### src/rtl/ser_arb_pkg.sv
// Shared types and sizing helpers for the serializer arbiter.
// Optional watchdog enabled with SER_ARB_TIMEOUT_EN.
package ser_arb_pkg;

  typedef enum logic [1:0] {
    IDLE  = 2'd0,
    ISSUE = 2'd1,
    DRAIN = 2'd2
  } ser_arb_state_t;

  localparam int NUM_REQ_DEF   = 4;
  localparam int NUM_WORDS_DEF = 4;
  localparam int ID_W          = $clog2(NUM_REQ_DEF);
  localparam int CNT_W         = $clog2(NUM_WORDS_DEF + 1);

  // Counter width that never collapses to zero bits.
  function automatic int width_of(input int n);
    return (n <= 1) ? 1 : $clog2(n);
  endfunction

endpackage

### src/rtl/serializer_arbiter_rr_arbiter.sv
// Combinational round-robin pick: first set request at or after ptr, wrapping.
module rr_arbiter
  import ser_arb_pkg::*;
#(
  parameter int NUM_REQ = 4,
  parameter int IDX_W   = width_of(NUM_REQ)
) (
  input  logic [NUM_REQ-1:0] req,
  input  logic [IDX_W-1:0]   ptr,
  output logic [NUM_REQ-1:0] grant,
  output logic [IDX_W-1:0]   idx
);

  logic             found;
  logic [IDX_W-1:0] pos;

  always_comb begin
    grant = '0;
    idx   = '0;
    found = 1'b0;
    pos   = '0;
    for (int i = 0; i < NUM_REQ; i++) begin
      pos = IDX_W'((int'(ptr) + i) % NUM_REQ);
      if (!found && req[pos]) begin
        found      = 1'b1;
        grant[pos] = 1'b1;
        idx        = pos;
      end
    end
  end

endmodule

### src/rtl/serializer_arbiter.sv
// Shares one serializer among NUM_REQ parallel producers; tags each burst with its owner.
// Define SER_ARB_TIMEOUT_EN to add the DRAIN watchdog and the TIMEOUT parameter.
module serializer_arbiter
  import ser_arb_pkg::*;
#(
  parameter int NUM_REQ   = 4,
  parameter int WIDTH     = 8,
  parameter int NUM_WORDS = 4
`ifdef SER_ARB_TIMEOUT_EN
  , parameter int TIMEOUT = 16
`endif
) (
  input  logic                                      clk,
  input  logic                                      i_reset_n,
  input  logic [NUM_REQ-1:0]                        i_req_valid,
  input  logic [NUM_REQ-1:0][WIDTH*NUM_WORDS-1:0]   i_req_data,
  output logic [NUM_REQ-1:0]                        o_req_ready,
  output logic [WIDTH*NUM_WORDS-1:0]                o_ser_data,
  output logic                                      o_ser_dv,
  input  logic                                      i_ser_dv,
  output logic [$clog2(NUM_REQ)-1:0]                o_owner_id,
  output logic                                      o_busy,
  output logic                                      o_timeout,
  output ser_arb_state_t                            o_state
);

  // Handshake: a requester transfers in the cycle where valid and ready are both high;
  // ready is offered only in IDLE (and never in reset), one-hot to the round-robin winner.

  localparam int ID_BITS  = $clog2(NUM_REQ);
  localparam int CNT_BITS = $clog2(NUM_WORDS + 1);

  ser_arb_state_t      state;
  logic [ID_BITS-1:0]  rr_ptr;
  logic [ID_BITS-1:0]  win_idx;
  logic [NUM_REQ-1:0]  grant;
  logic [CNT_BITS-1:0] beat_cnt;
  logic                accept;
  logic                expire;

  rr_arbiter #(
    .NUM_REQ (NUM_REQ),
    .IDX_W   (ID_BITS)
  ) u_rr (
    .req   (i_req_valid),
    .ptr   (rr_ptr),
    .grant (grant),
    .idx   (win_idx)
  );

  assign o_req_ready = (i_reset_n && state == IDLE) ? grant : '0;
  assign accept      = |(i_req_valid & o_req_ready);
  assign o_ser_dv    = (state == ISSUE);
  assign o_busy      = (state != IDLE);
  assign o_state     = state;

  always_ff @(posedge clk or negedge i_reset_n) begin
    if (!i_reset_n) begin
      state      <= IDLE;
      rr_ptr     <= '0;
      beat_cnt   <= '0;
      o_ser_data <= '0;
      o_owner_id <= '0;
    end else begin
      case (state)
        IDLE: begin
          if (accept) begin
            o_ser_data <= i_req_data[win_idx];
            o_owner_id <= win_idx;
            rr_ptr     <= (win_idx == ID_BITS'(NUM_REQ - 1)) ? '0 : win_idx + 1'b1;
            state      <= ISSUE;
          end
        end
        ISSUE: begin
          beat_cnt <= '0;
          state    <= DRAIN;
        end
        DRAIN: begin
          if (expire) begin
            beat_cnt <= '0;
            state    <= IDLE;
          end else if (i_ser_dv) begin
            beat_cnt <= beat_cnt + 1'b1;
            if (beat_cnt == CNT_BITS'(NUM_WORDS - 1)) state <= IDLE;
          end
        end
        default: state <= IDLE;
      endcase
    end
  end

`ifdef SER_ARB_TIMEOUT_EN
  localparam int WD_BITS = width_of(TIMEOUT);

  logic [WD_BITS-1:0] wd_cnt;
  logic               timeout_q;

  // Expires on the TIMEOUT-th consecutive silent DRAIN cycle.
  assign expire    = (state == DRAIN) && !i_ser_dv && (wd_cnt == WD_BITS'(TIMEOUT - 1));
  assign o_timeout = timeout_q;

  always_ff @(posedge clk or negedge i_reset_n) begin
    if (!i_reset_n) begin
      wd_cnt    <= '0;
      timeout_q <= 1'b0;
    end else begin
      timeout_q <= expire;
      if (state != DRAIN || i_ser_dv || expire) wd_cnt <= '0;
      else                                      wd_cnt <= wd_cnt + 1'b1;
    end
  end
`else
  assign expire    = 1'b0;
  assign o_timeout = 1'b0;
`endif

endmodule

### config.mk
export PLATFORM = sky130hd
export DESIGN_NAME = serializer_arbiter
export DESIGN_NICKNAME = d
export VERILOG_FILES = /design/src/rtl/ser_arb_pkg.sv /design/src/rtl/serializer_arbiter_rr_arbiter.sv /design/src/rtl/serializer_arbiter.sv
export SDC_FILE = /design/constraint.sdc
export NUM_CORES = 1
export LEC_CHECK = 0
export ABC_AREA = 1
export BUFFER_PORTS_ARGS = -buffer_cell sky130_fd_sc_hd__buf_2
export CORE_MARGIN = 2
export CORE_UTILIZATION = 25
export DETAILED_ROUTE_END_ITERATION = 6
export PLACE_DENSITY_LB_ADDON = 0.12
export SETUP_SLACK_MARGIN = 0.5
export SYNTH_ARGS = -nofsm -noshare
export SYNTH_HDL_FRONTEND = slang
export SYNTH_SLANG_ARGS = --single-unit
### constraint.sdc
create_clock -name clk -period 3.3 [get_ports clk]
set_clock_uncertainty 0.15 [all_clocks]
set_input_delay 0.66 -clock clk [delete_from_list [all_inputs] [get_ports clk]]
set_output_delay 0.66 -clock clk [all_outputs]
set_load 0.02 [all_outputs]
---- After elaboration in Yosys (flattened, before gate mapping) ----
Cells that the tools add are included.
storage, ports and cells
  register bits ........................... 41
  latch bits .............................. 0
  bits in writable memories ............... 0
  bits in read-only memories .............. 0
  output and inout bits ................... 43
  memories ................................ 0
operators by class
  $add $sub $neg .......................... 5
  multiply operators ...................... 0
  divide/modulo/power cells ............... 0
  magnitude comparators ................... 9
  equality and inequality tests ........... 7
  shifts and indexed selects .............. 0
  mux-type cells .......................... 37
  bitwise logic cells ..................... 4
  reduce and logical (&&, ||, !) cells .... 18
operators with widths
  cell                   count
  $bmux W32 S2           1
  $mux W32               1
  $mux W4                5
  $mux W2                8
  $lt A2 B3 Y1 const B   5
  $or A4 B4 Y4           3
  $mux W1                11
  $bmux W1 S2            4
  $demux W1 S2           4
  $ge A2 B1 Y1 const B   4
  $logic_and A1 B1 Y1    8
  $ne A2 B2 Y1 const B   3
  $pmux W2 S3            1
  $pmux W3 S2            1
  $add A2 B1 Y2 const B  2
  $add A2 B2 Y2 const B  2
  $and A4 B4 Y4          1
  $eq A2 B2 Y1 const B   2
  $reduce_and A2 Y1      2
  $reduce_bool A2 Y1     2
  $reduce_or A4 Y1       1
  $add A3 B1 Y3 const B  1
  $eq A3 B2 Y1 const B   1
  $logic_not A1 Y1       3
  other kinds (4)        4

---- Depth between registers and ports, before layout ----
  depth in word-level cells ............... 17
  depth in mapped cells ................... 19

---- Cells and area by module ----
A second synthesis with hierarchy kept.
second synthesis, totals
  cell total of the unflattened synthesis .. 486
  area, all modules ....................... 3,178.0 um^2
modules (own cells, without submodules)
  module              instances  cells an instance  area each (um^2)  sequential area each (um^2)
  serializer_arbiter  1          413                2,738.9           1,026.0
  rr_arbiter          1          73                 439.2             0.0

---- Least setup slack after synthesis ----
No wires, ideal clock.
  kind .................................... flip-flop to output port
  from .................................... reg with a tool-made name
  to ...................................... out o_req_ready[2]
  data arrival time ....................... 1.825 ns
  path slack .............................. 0.665 ns
  cell stages (with the launch flop) ...... 12
  buffers on the path ..................... 0
  cell sequence ........................... dfrtp_1 -> inv_2 -> ha_1 -> inv_1 -> nand3_1 -> nand2_1 -> nand3_1 -> nor2_1 -> nand2_1 -> nand3_1 -> nand2_1 -> inv_1
RTL lines
  what              RTL line                  text
  end: declaration  serializer_arbiter.sv:17  output logic [NUM_REQ-1:0] o_req_ready,

==> results by group <==
Run status
  – Status: completed

Placed design
  – # port buffers: 176
  – DP Worst Slack: 0.375 ns
  – Post-DP HPWL: 8240 µm
  – Dpl cells: 923
  – GP Congestion: 0.806
  – Area after DPL: 0.00442 mm²

Synthesis
  – Mapped Cells: 586
  – Seq/Total Area, Yosys: 0.303
  – Cell variety after synth: 25
  – Syn Area/Cell: 5.78 µm²
  – Synthesized cell area: 0.00338 mm²
  – Seq cells post-synth: 41
  – Warnings from Yosys: 0
  – Syn_nets: 730

CTS
  – H-Tree Depth: 2
  – Clk Latency, worst-skew pair: 0.28 ns
  – Total CTS buffers: 5
  – Root Driver: clkbuf_16
  – Max clock buf depth: 2
  – Reg clk slew, reported paths: 0.06 ns
  – Clk sink count: 41
  – CTS tree: built

Setup path
  – Crit-path most repeated cell: nand2_1
  – Slowest CP cell: dfrtp_1
  – Critical path startpoint category: flip-flop
  – WS Path Type: flip-flop to primary output
  – Crit Reg-Reg Endpoint: o_ser_data[11]
  – R2R depth: 18
  – Largest fanout on the critical path: 5
  – Crit-path cells: inv_4 > ha_4 > inv_4 > buf_4 > nand2_1 > nand2_1 > nand4_1 > nand3_1 > nand2_1 > inv_1 > buf_4
  – Worst EP arrival: 1.94 ns
  – Crit. End Element: primary output
  – Critical Path RT: 2.49 ns
  – Reg2reg setup slack: 0.73 ns
  – CP max stage delay: 0.40 ns

Final layout
  – Final instance area: 0.00475 mm²
  – Fin cells: 938
  – Final #Nets: 905
  – Synthesis-to-finish area growth: 40.4%
  – Ant diodes: 0
  – Layout cells sized above 1: 0.319
  – Fin util: 0.359

Timing
  – Setup TNS: 0 ns
  – Worst hold margin: 0.322 ns
  – Fin. Hold Viols: 0
  – Final Max Tran Viols: 0
  – RSZ-0062 raised after global routing: yes
  – Slew Limit Headroom: 0.613
  – Worst Max-Slew Pin Slew: 0.581 ns
  – Post-route setup slack: 0.552 ns
  – # setup viols final: 0
  – F_max: 364 MHz
  – Period utilization: 0.833
  – Tmin final: 2.75 ns

Routing
  – Routed vias: 4,009
  – DR DRC count: 0
  – 1st-iter DRT viols: 161
  – Drt wl/cell: 12.0 µm
  – Vias per inst: 4.27
  – Post-Route WL: 11,300 µm
  – DRT antenna net count: 0
  – Drt first pass iters: 4

Global route
  – Vias in the first global route: 3,783
  – Largest net degree at the start of global routing: 44
  – Global-route wire length before repair: 17,500 µm
  – Initial antenna violation count: 0
  – Global Route Usage Sum: 0.149
  – GRT overflow: 0

Floorplan
  – Die Area: 0.0145 mm²
  – Initial core utilization: 0.256
  – Core region area: 0.0132 mm²
  – Die H: 120 µm
  – Width of the die: 120 µm
  – Row count: 42
  – I/O pins: 178

Job
  – MaxCap Viol Count: 0

Power and ir drop
  – Total power: 6.01 mW
  – Lkg Pwr: 3.00 nW
  – Worst ir drop on vdd: 0.000483 V
  – PwrDens: 1260 mW/mm²

Min path
  – Worst hold path class: primary input to async pin
[cells by family (layout without fill, tap and decap cells)]
logic type	count (synthesis)	count (layout)	share of synthesized area
AND/OR/NAND/NOR	467	467	0.542
buffers and inverters	50	226	0.0850
flip-flops	41	41	0.303
AO/OA/AOI/OAI	17	17	0.0333
adder cells (fa/ha/maj)	9	9	0.0333
other	1	1	0.00111
XOR/XNOR	1	1	0.00259
[sequential cells by signal, indices dropped and copies added (netlist names), named ones only]
name	cells
beat_cnt	3
o_owner_id	2
o_ser_data	32
o_state	2
rr_ptr	1
[worst max-delay path: cells and delay by family (launching register included)]
| kind | cells | cell delay, ns |
|---|---|---|
| AND/OR/NAND/NOR | 5 | 0.52 |
| adder cells (fa/ha/maj) | 1 | 0.30 |
| buffers and inverters | 5 | 0.44 |
| flip-flops | 1 | 0.40 |
[Yosys cell counts (all sizes together)]
cell type | instances | area [µm²]
a21boi | 5 | 37.5
a21oi | 2 | 10.0
buf | 25 | 194
clkbuf | 3 | 11.3
conb | 1 | 3.75
dfrtp | 41 | 1030
ha | 9 | 113
inv | 22 | 82.6
nand2 | 437 | 1660
nand3 | 18 | 105
nand4 | 4 | 25.0
nor2 | 8 | 42.5
o21ai | 8 | 40.0
o21bai | 1 | 18.8
o22ai | 1 | 6.26
xor2 | 1 | 8.76
[where the power goes]
| group | switching (mW) | leakage, nW | total, mW | internal (mW) |
|---|---|---|---|---|
| registers | 0.123 | 0.522 | 0.853 | 0.730 |
| logic | 3.05 | 2.41 | 4.67 | 1.62 |
| clock network | 0.208 | 0.0696 | 0.486 | 0.278 |
[placed cells by master (no fill, tap or decap), types with 4 or more instances in the layout]
master     netlist  layout
nand2_1        431     421
buf_6            7       5
dfrtp_1         41      40
nand2_2          5      14
ha_1             9       8
nor2_1           5       4
o21ai_0          8       8
nand3_2          3       7
inv_2            3       4
clkbuf_16        0       5
buf_4           10      16
nand4_1          4       4
buf_2            8     172
inv_1           19      15
nand3_1         15       9
nor2_4           1       4
[what timing repair did]
item	4_1_cts	5_1_grt
endpoints found under the setup margin	40	4
hold buffers	0	0
pin swaps	2	12
hold endpoints to repair	0	0
cloned	0	0
setup buffers	5	2
gates resized for setup	12	28
[worst max path at each step]
stage	depth (start not counted)	start	end
after floorplan	11	flip-flop	o_req_ready[2]
after global placement	12	rr_ptr[1]	o_req_ready[0]
after detailed placement	12	rr_ptr[1]	o_req_ready[0]
after CTS	12	flip-flop	o_req_ready[0]
after global routing	11	flip-flop	o_req_ready[2]
final	11	flip-flop	o_req_ready[1]
[routing by layer]
metal | global-route usage | share of wire | vias up
li1 | - | - | 2106
met1 | 0.186 | 0.46 | 1731
met2 | 0.257 | 0.46 | 156
met3 | 0.0363 | 0.074 | 16
met4 | 0.0349 | 0.015 | 0
met5 | 0 | 0 | -
[area by class of cell]
cell class,count,area (µm²)
sequential,41,1030
clock inverter,3,17.5
timing repair buffer,196,1100
tap,176,220
fill,1520,8490
clock buffer,5,125
inverter,22,90.1
multi-input combinational,495,2180
Note: power is estimated with default switching activity, not from simulation.
